===== src/rtl/bilinear_wr_packer.sv =====
// bilinear_wr_packer
//   Packs the N-lane byte write stream of the bilinear downscale core into
//   32-bit word writes with byte strobes, buffers them in a small FIFO and
//   drains that FIFO to a word-wide memory write port. The input side never
//   back-pressures: beats that cannot be absorbed are dropped and flagged.
//
// Ports
//   clk, rst      clock, synchronous active-high reset
//   in_valid      [N]     per-lane byte valid (must be 2^m-1 when non-zero)
//   in_addr       [N*32]  per-lane byte address, lane k at [32k+31:32k]
//   in_data       [N*8]   per-lane byte, lane k at [8k+7:8k]
//   flush         pulse: emit the partial word once pending input is done
//   clear         pulse: clear overflow, err and word_count
//   mem_wvalid    FIFO head valid
//   mem_wready    memory accepts the head word
//   mem_waddr     word-aligned byte address of the head word
//   mem_wdata     little-endian head word data
//   mem_wstrb     head word byte strobes
//   idle          FIFO empty, no partial word, no flush pending
//   overflow      sticky: a beat was dropped for lack of FIFO room
//   err           sticky: a beat broke the lane contract and was dropped
//   word_count    number of words accepted by memory (wraps)

module bilinear_wr_packer #(
  parameter int N     = 4,
  parameter int DEPTH = 8
) (
  input  logic            clk,
  input  logic            rst,
  input  logic [N-1:0]    in_valid,
  input  logic [N*32-1:0] in_addr,
  input  logic [N*8-1:0]  in_data,
  input  logic            flush,
  input  logic            clear,
  output logic            mem_wvalid,
  input  logic            mem_wready,
  output logic [31:0]     mem_waddr,
  output logic [31:0]     mem_wdata,
  output logic [3:0]      mem_wstrb,
  output logic            idle,
  output logic            overflow,
  output logic            err,
  output logic [31:0]     word_count
);

  localparam int AW = $clog2(DEPTH);
  localparam int CW = AW + 1;

  typedef struct packed {
    logic [29:0] word;
    logic [31:0] data;
    logic [3:0]  strb;
  } entry_t;

  entry_t          acc;
  logic            acc_valid;
  logic            flush_pend;
  entry_t          mem [DEPTH];
  logic [AW-1:0]   wr_ptr;
  logic [AW-1:0]   rd_ptr;
  logic [CW-1:0]   count;
  entry_t          out_e;

  logic            beat;
  logic            contig;
  logic            lane_bad;
  logic            legal;
  logic [29:0]     wa;
  logic [29:0]     wb;
  entry_t          wa_e;
  entry_t          wb_e;
  entry_t          cur;
  logic            cur_v;
  logic [1:0]      c_np;
  entry_t          c_p0;
  entry_t          c_p1;

  logic [CW-1:0]   free_slots;
  logic [1:0]      push_n;
  entry_t          push0;
  entry_t          push1;
  entry_t          acc_n;
  logic            acc_v_n;
  logic            set_err;
  logic            set_ovf;
  logic            flush_exec;
  logic            pop;
  logic [CW-1:0]   count_n;
  logic [CW-1:0]   after_pop;

  // Lane contract check, split of the beat into its first (WA) and possibly
  // second (WB) word, and the trial merge into the accumulator. The trial
  // result is only committed later if the beat is legal and fits.
  always_comb begin
    beat     = |in_valid;
    contig   = ((in_valid & (in_valid + N'(1))) == '0);
    lane_bad = 1'b0;
    wa       = in_addr[31:2];
    wb       = in_addr[31:2];
    wa_e     = '0;
    wb_e     = '0;
    cur      = acc;
    cur_v    = acc_valid;
    c_np     = 2'd0;
    c_p0     = '0;
    c_p1     = '0;

    for (int k = 1; k < N; k++) begin
      if (in_valid[k] &&
          (in_addr[32*k +: 32] != in_addr[32*(k-1) +: 32] + 32'd1))
        lane_bad = 1'b1;
    end
    legal = beat && contig && !lane_bad;

    // The highest valid lane carries the last address of the beat.
    for (int k = 0; k < N; k++) begin
      if (in_valid[k])
        wb = in_addr[32*k+2 +: 30];
    end

    wa_e.word = wa;
    wb_e.word = wb;
    for (int k = 0; k < N; k++) begin
      if (in_valid[k]) begin
        if (in_addr[32*k+2 +: 30] == wa) begin
          wa_e.data[8*int'(in_addr[32*k +: 2]) +: 8] = in_data[8*k +: 8];
          wa_e.strb[in_addr[32*k +: 2]]              = 1'b1;
        end else begin
          wb_e.data[8*int'(in_addr[32*k +: 2]) +: 8] = in_data[8*k +: 8];
          wb_e.strb[in_addr[32*k +: 2]]              = 1'b1;
        end
      end
    end

    // A partial word for a different address is retired first.
    if (cur_v && (cur.word != wa)) begin
      c_p0  = cur;
      c_np  = 2'd1;
      cur_v = 1'b0;
    end

    if (!cur_v) begin
      cur      = '0;
      cur.word = wa;
    end
    for (int b = 0; b < 4; b++) begin
      if (wa_e.strb[b])
        cur.data[8*b +: 8] = wa_e.data[8*b +: 8];
    end
    cur.strb = cur.strb | wa_e.strb;
    cur_v    = 1'b1;

    // A beat straddling a word boundary closes the first word.
    if (wb != wa) begin
      if (c_np == 2'd0) c_p0 = cur;
      else              c_p1 = cur;
      c_np = c_np + 2'd1;
      cur  = wb_e;
    end

    if (cur.strb == 4'hF) begin
      if (c_np == 2'd0) c_p0 = cur;
      else              c_p1 = cur;
      c_np  = c_np + 2'd1;
      cur_v = 1'b0;
    end
  end

  // Commit decision. Room is judged on the occupancy at the start of the
  // cycle, so a pop happening in the same cycle does not create room.
  always_comb begin
    free_slots = CW'(DEPTH) - count;
    push_n     = 2'd0;
    push0      = c_p0;
    push1      = c_p1;
    acc_n      = acc;
    acc_v_n    = acc_valid;
    set_err    = 1'b0;
    set_ovf    = 1'b0;
    flush_exec = 1'b0;

    if (beat) begin
      if (!legal) begin
        set_err = 1'b1;
      end else if (CW'(c_np) > free_slots) begin
        set_ovf = 1'b1;
      end else begin
        push_n  = c_np;
        acc_n   = cur;
        acc_v_n = cur_v;
      end
    end else if (flush_pend && (free_slots != '0)) begin
      flush_exec = 1'b1;
      if (acc_valid) begin
        push_n = 2'd1;
        push0  = acc;
      end
      acc_n   = '0;
      acc_v_n = 1'b0;
    end
  end

  assign mem_wvalid = (count != '0);
  assign pop        = mem_wvalid && mem_wready;
  assign count_n    = count + CW'(push_n) - CW'(pop);
  assign after_pop  = count - CW'(pop);

  // FIFO storage needs no reset; occupancy is tracked by count.
  always_ff @(posedge clk) begin
    if (push_n != 2'd0)
      mem[wr_ptr] <= push0;
    if (push_n == 2'd2)
      mem[wr_ptr + AW'(1)] <= push1;
  end

  // Pointers, accumulator, status and the registered head word. When the
  // FIFO would otherwise be empty after this cycle's pop, the new head is the
  // first word being pushed now; otherwise it is already in storage.
  always_ff @(posedge clk) begin
    if (rst) begin
      wr_ptr     <= '0;
      rd_ptr     <= '0;
      count      <= '0;
      out_e      <= '0;
      acc        <= '0;
      acc_valid  <= 1'b0;
      flush_pend <= 1'b0;
      overflow   <= 1'b0;
      err        <= 1'b0;
      word_count <= '0;
    end else begin
      wr_ptr <= wr_ptr + AW'(push_n);
      rd_ptr <= rd_ptr + AW'(pop);
      count  <= count_n;
      if (count_n != '0) begin
        if (after_pop == '0)
          out_e <= push0;
        else
          out_e <= mem[rd_ptr + AW'(pop)];
      end
      acc        <= acc_n;
      acc_valid  <= acc_v_n;
      flush_pend <= (flush_pend && !flush_exec) || flush;
      overflow   <= (overflow && !clear) || set_ovf;
      err        <= (err && !clear) || set_err;
      if (clear)
        word_count <= '0;
      else if (pop)
        word_count <= word_count + 32'd1;
    end
  end

  assign mem_waddr = {out_e.word, 2'b00};
  assign mem_wdata = out_e.data;
  assign mem_wstrb = out_e.strb;
  assign idle      = (count == '0) && !acc_valid && !flush_pend;

endmodule


===== config.mk =====
export PLATFORM = sky130hd
export DESIGN_NAME = bilinear_wr_packer
export DESIGN_NICKNAME = d
export VERILOG_FILES = /design/src/rtl/bilinear_wr_packer.sv
export SDC_FILE = /design/constraint.sdc
export NUM_CORES = 2
export LEC_CHECK = 0
export ABC_CLOCK_PERIOD_IN_PS = 14700
export CORE_UTILIZATION = 25
export DETAILED_ROUTE_END_ITERATION = 7
export GPL_TIMING_DRIVEN = 0
export PLACE_DENSITY = 0.39
export SYNTH_ARGS = -nofsm -noshare
export SYNTH_HDL_FRONTEND = slang
export SYNTH_SLANG_ARGS = --single-unit
export TNS_END_PERCENT = 1

===== constraint.sdc =====
create_clock -name clk -period 14.7 [get_ports clk]
set_input_delay 2.94 -clock clk [delete_from_list [all_inputs] [get_ports clk]]
set_output_delay 2.94 -clock clk [all_outputs]
set_load 0.03 [all_outputs]

==> results.yml <==
floorplanning:
  dieArea_um2: 189000
  ioPinCount: 273
  initial_core_util_pct: 25.2
  die_x_um: 435
  std_cell_rows: 158
  core_um2: 186000
  die_h_um: 435
outcome:
  status: "finished, violations left"
  failed_checks: "capacitance limit"
setup_path:
  critPathSlowestCell: "clkbuf_1"
  rrSetupSlack_ns: 4.57
  r2r_start: "acc[62]$_SDFFE_PP0P_"
  arrival_ns: 14.40
  required_ns: 15.33
  critical-path-max-stage-delay_ns: 0.79
  critical_path_class: "primary input to flip-flop"
  endpoint_kind: "flip-flop"
  start_kind: "primary input"
  setup.worst_path.start: "in_addr[28]"
  critPathMaxFanout: 10
global_routing:
  grt_max_degree: 23
  antenna_found_initial: 14
  met2_usage_pct: 37.9
  use_met1_pct: 33.7
  busiest_layer: "met2"
  met3_usage_pct: 2.63
  grt.overflow.total: 0
  grt_pass1_wl_mm: 328
  grt_pass1_vias: 39900
  track_usage_pct: 24.3
sta:
  relSlewSlack_pct: 1.42
  timing.final.ws_setup_ns: 0.925
  finClkSkew_ns: 0.0292
  post-route-min-period_ns: 13.77
  fin_tns_setup_ns: 0
  min_period_over_period_pct: 93.7
  hold_viol: 0
  worst_pin_slew_ns: 1.47
  holdWs_ns: 0.482
  slew_violations: 0
  rsz0062_at_grt: "false"
  clock.fmax_mhz: 72.6
  setup_viol: 0
clocking:
  path_clk_slew_ns: 0.06
  postCtsSetupRepairBufs: 0
  cts-resized-gates: 0
  cts-root-buf: "clkbuf_16"
  cts_num_sinks: 706
  cts_tree: "done"
  cts_max_path_buffers: 3
  cts_buffers: 88
  h-tree-depth: 3
  clock_latency_ns: 0.71
  cts_hold_repair.buffers: 0
place:
  dp_cells: 7100
  gp_congestion: 0.960
  pre_cts_slack_ns: 0.500
  dpl_cell_area_um2: 52800
  numPortBuffers: 209
  dp_hpwl_mm: 179
synthesis:
  synth_edf_count: 528
  seq_area_frac_synth_pct: 41.5
  synth_area_per_cell_um2: 10.7
  ys.flop_type: "edfxtp_1"
  yosysUniqueCellTypes: 110
  synth.cell_area_um2: 46800
  synthCells: 4378
  synth_warnings: 0
  synth_area_leaders: "edfxtp_1, mux2i_1, dfxtp_1"
  synth_area_leader_cell: "edfxtp_1"
  synth_top_area_share_pct: 33.9
  synth_seq_cells: 706
  async_flop_share_pct: 0
drt:
  ant_nets: 0
  viasPerCell: 5.57
  wl_per_cell_um: 32.6
  drcViolationCount: 0
  vias: 40500
  drt-initial-drc-count: 3758
  drtPass1Iterations: 8
  wl_mm: 237
power_and_ir_drop:
  cellPowerDensity_nw_per_um2: 130
  vdd_drop_max_v: 0.0000989
  leakagePower_nw: 20.4
  power_mw: 7.24
final_layout:
  design_area_um2: 55600
  mostFrequentLayoutCells: "mux2i_1, edfxtp_1, nor2_1, nand2_1, clkbuf_1"
  layout-drive-gt1-share_pct: 13.6
  final-instance-count-excl-fill: 7274
  syn2layout_area_growth_pct: 18.7
  utilization_pct: 29.9
  fillCellCount: 19300
  final_common_cell: "mux2i_1"
  final_nets: 4919
job:
  max-cap-violations: 1
worst_hold_path:
  min_from: "mem_waddr[3]$_SDFFE_PP0P_"
  hold_path.class: "flip-flop to flip-flop"
## synthesized netlist by cell type (40+ instances only)
cell,n
inv_1,83
edfxtp_1,528
clkbuf_1,212
and2_1,46
mux2i_1,560
nor2_1,328
a21oi_1,149
xnor2_1,90
and3_1,43
nor2b_1,62
nand2_1,315
a31oi_1,88
buf_2,124
nand3_1,84
xor2_1,101
mux4_2,132
nor3_1,61
nor3b_1,40
nor4_1,44
a211oi_1,61
mux2_2,89
nand3b_1,55
o21ai_0,109
nand4_1,50
dfxtp_1,178
## layer usage
| metal | wire length [um] | vias to the layer above |
|---|---|---|
| met5 | 14 | - |
| met4 | 12000 | 2 |
| met3 | 13200 | 381 |
| met2 | 105000 | 1766 |
| met1 | 107000 | 20900 |
| li1 | - | 17500 |
## kinds of logic after synthesis
family | count (synthesis) | share of synthesized area (%)
AOI/OAI and AO/OA | 870 | 14.3
xor gates and xnor gates | 191 | 3.57
buffers and inverters | 488 | 4.56
adders and majority gates | 40 | 1.10
and+or+nand+nor | 1287 | 14.2
other | 1 | 0.00801
DFF | 706 | 41.5
muxes | 795 | 20.8
## final timing paths
kind              cells past startpoint                   endpoint
hold / removal                        2  mem_waddr[3]$_SDFFE_PP0P_
setup / recovery                     38  mem_waddr[6]$_SDFFE_PP0P_
setup reg to reg                     32  mem_waddr[6]$_SDFFE_PP0P_
hold reg to reg                       2  mem_waddr[3]$_SDFFE_PP0P_
## critical path: cells and delay by family
| kind | cells | cell delay (ns) |
|---|---|---|
| buf+inv | 18 | 5.63 |
| simple gates | 5 | 1.52 |
| xor+xnor | 2 | 0.41 |
| compound gates | 8 | 2.50 |
| fa+ha+maj | 5 | 1.30 |
## sequential cells by signal, indices dropped and copies added, names as in the netlist
register	flops
mem	528
overflow	1
wr_ptr	3
acc	66
mem_wstrb	4
mem_wdata	32
word_count	32
flush_pend	1
count	4
mem_waddr	30
err	1
acc_valid	1
rd_ptr	3
## cell type report
type	instances	area (um^2)	share of cell area [%]
Timing Repair Buffer	241	2750	4.95
Clock buffer	128	2440	4.40
Sequential cell	706	19400	34.9
Tap cell	2480	3100	5.58
Buffer	403	1820	3.27
Antenna cell	8	20.0	0.0360
Clock inverter	38	323	0.581
Inverter	85	319	0.574
Multi-Input combinational cell	3185	25400	45.7
## where the power goes
| group | internal, mW | switching, mW | leakage [nW] |
|---|---|---|---|
| registers | 2.24 | 0.107 | 6.46 |
| clock network | 1.21 | 0.942 | 1.35 |
| logic | 1.02 | 1.72 | 12.6 |
(Power assumes the default switching activity.)
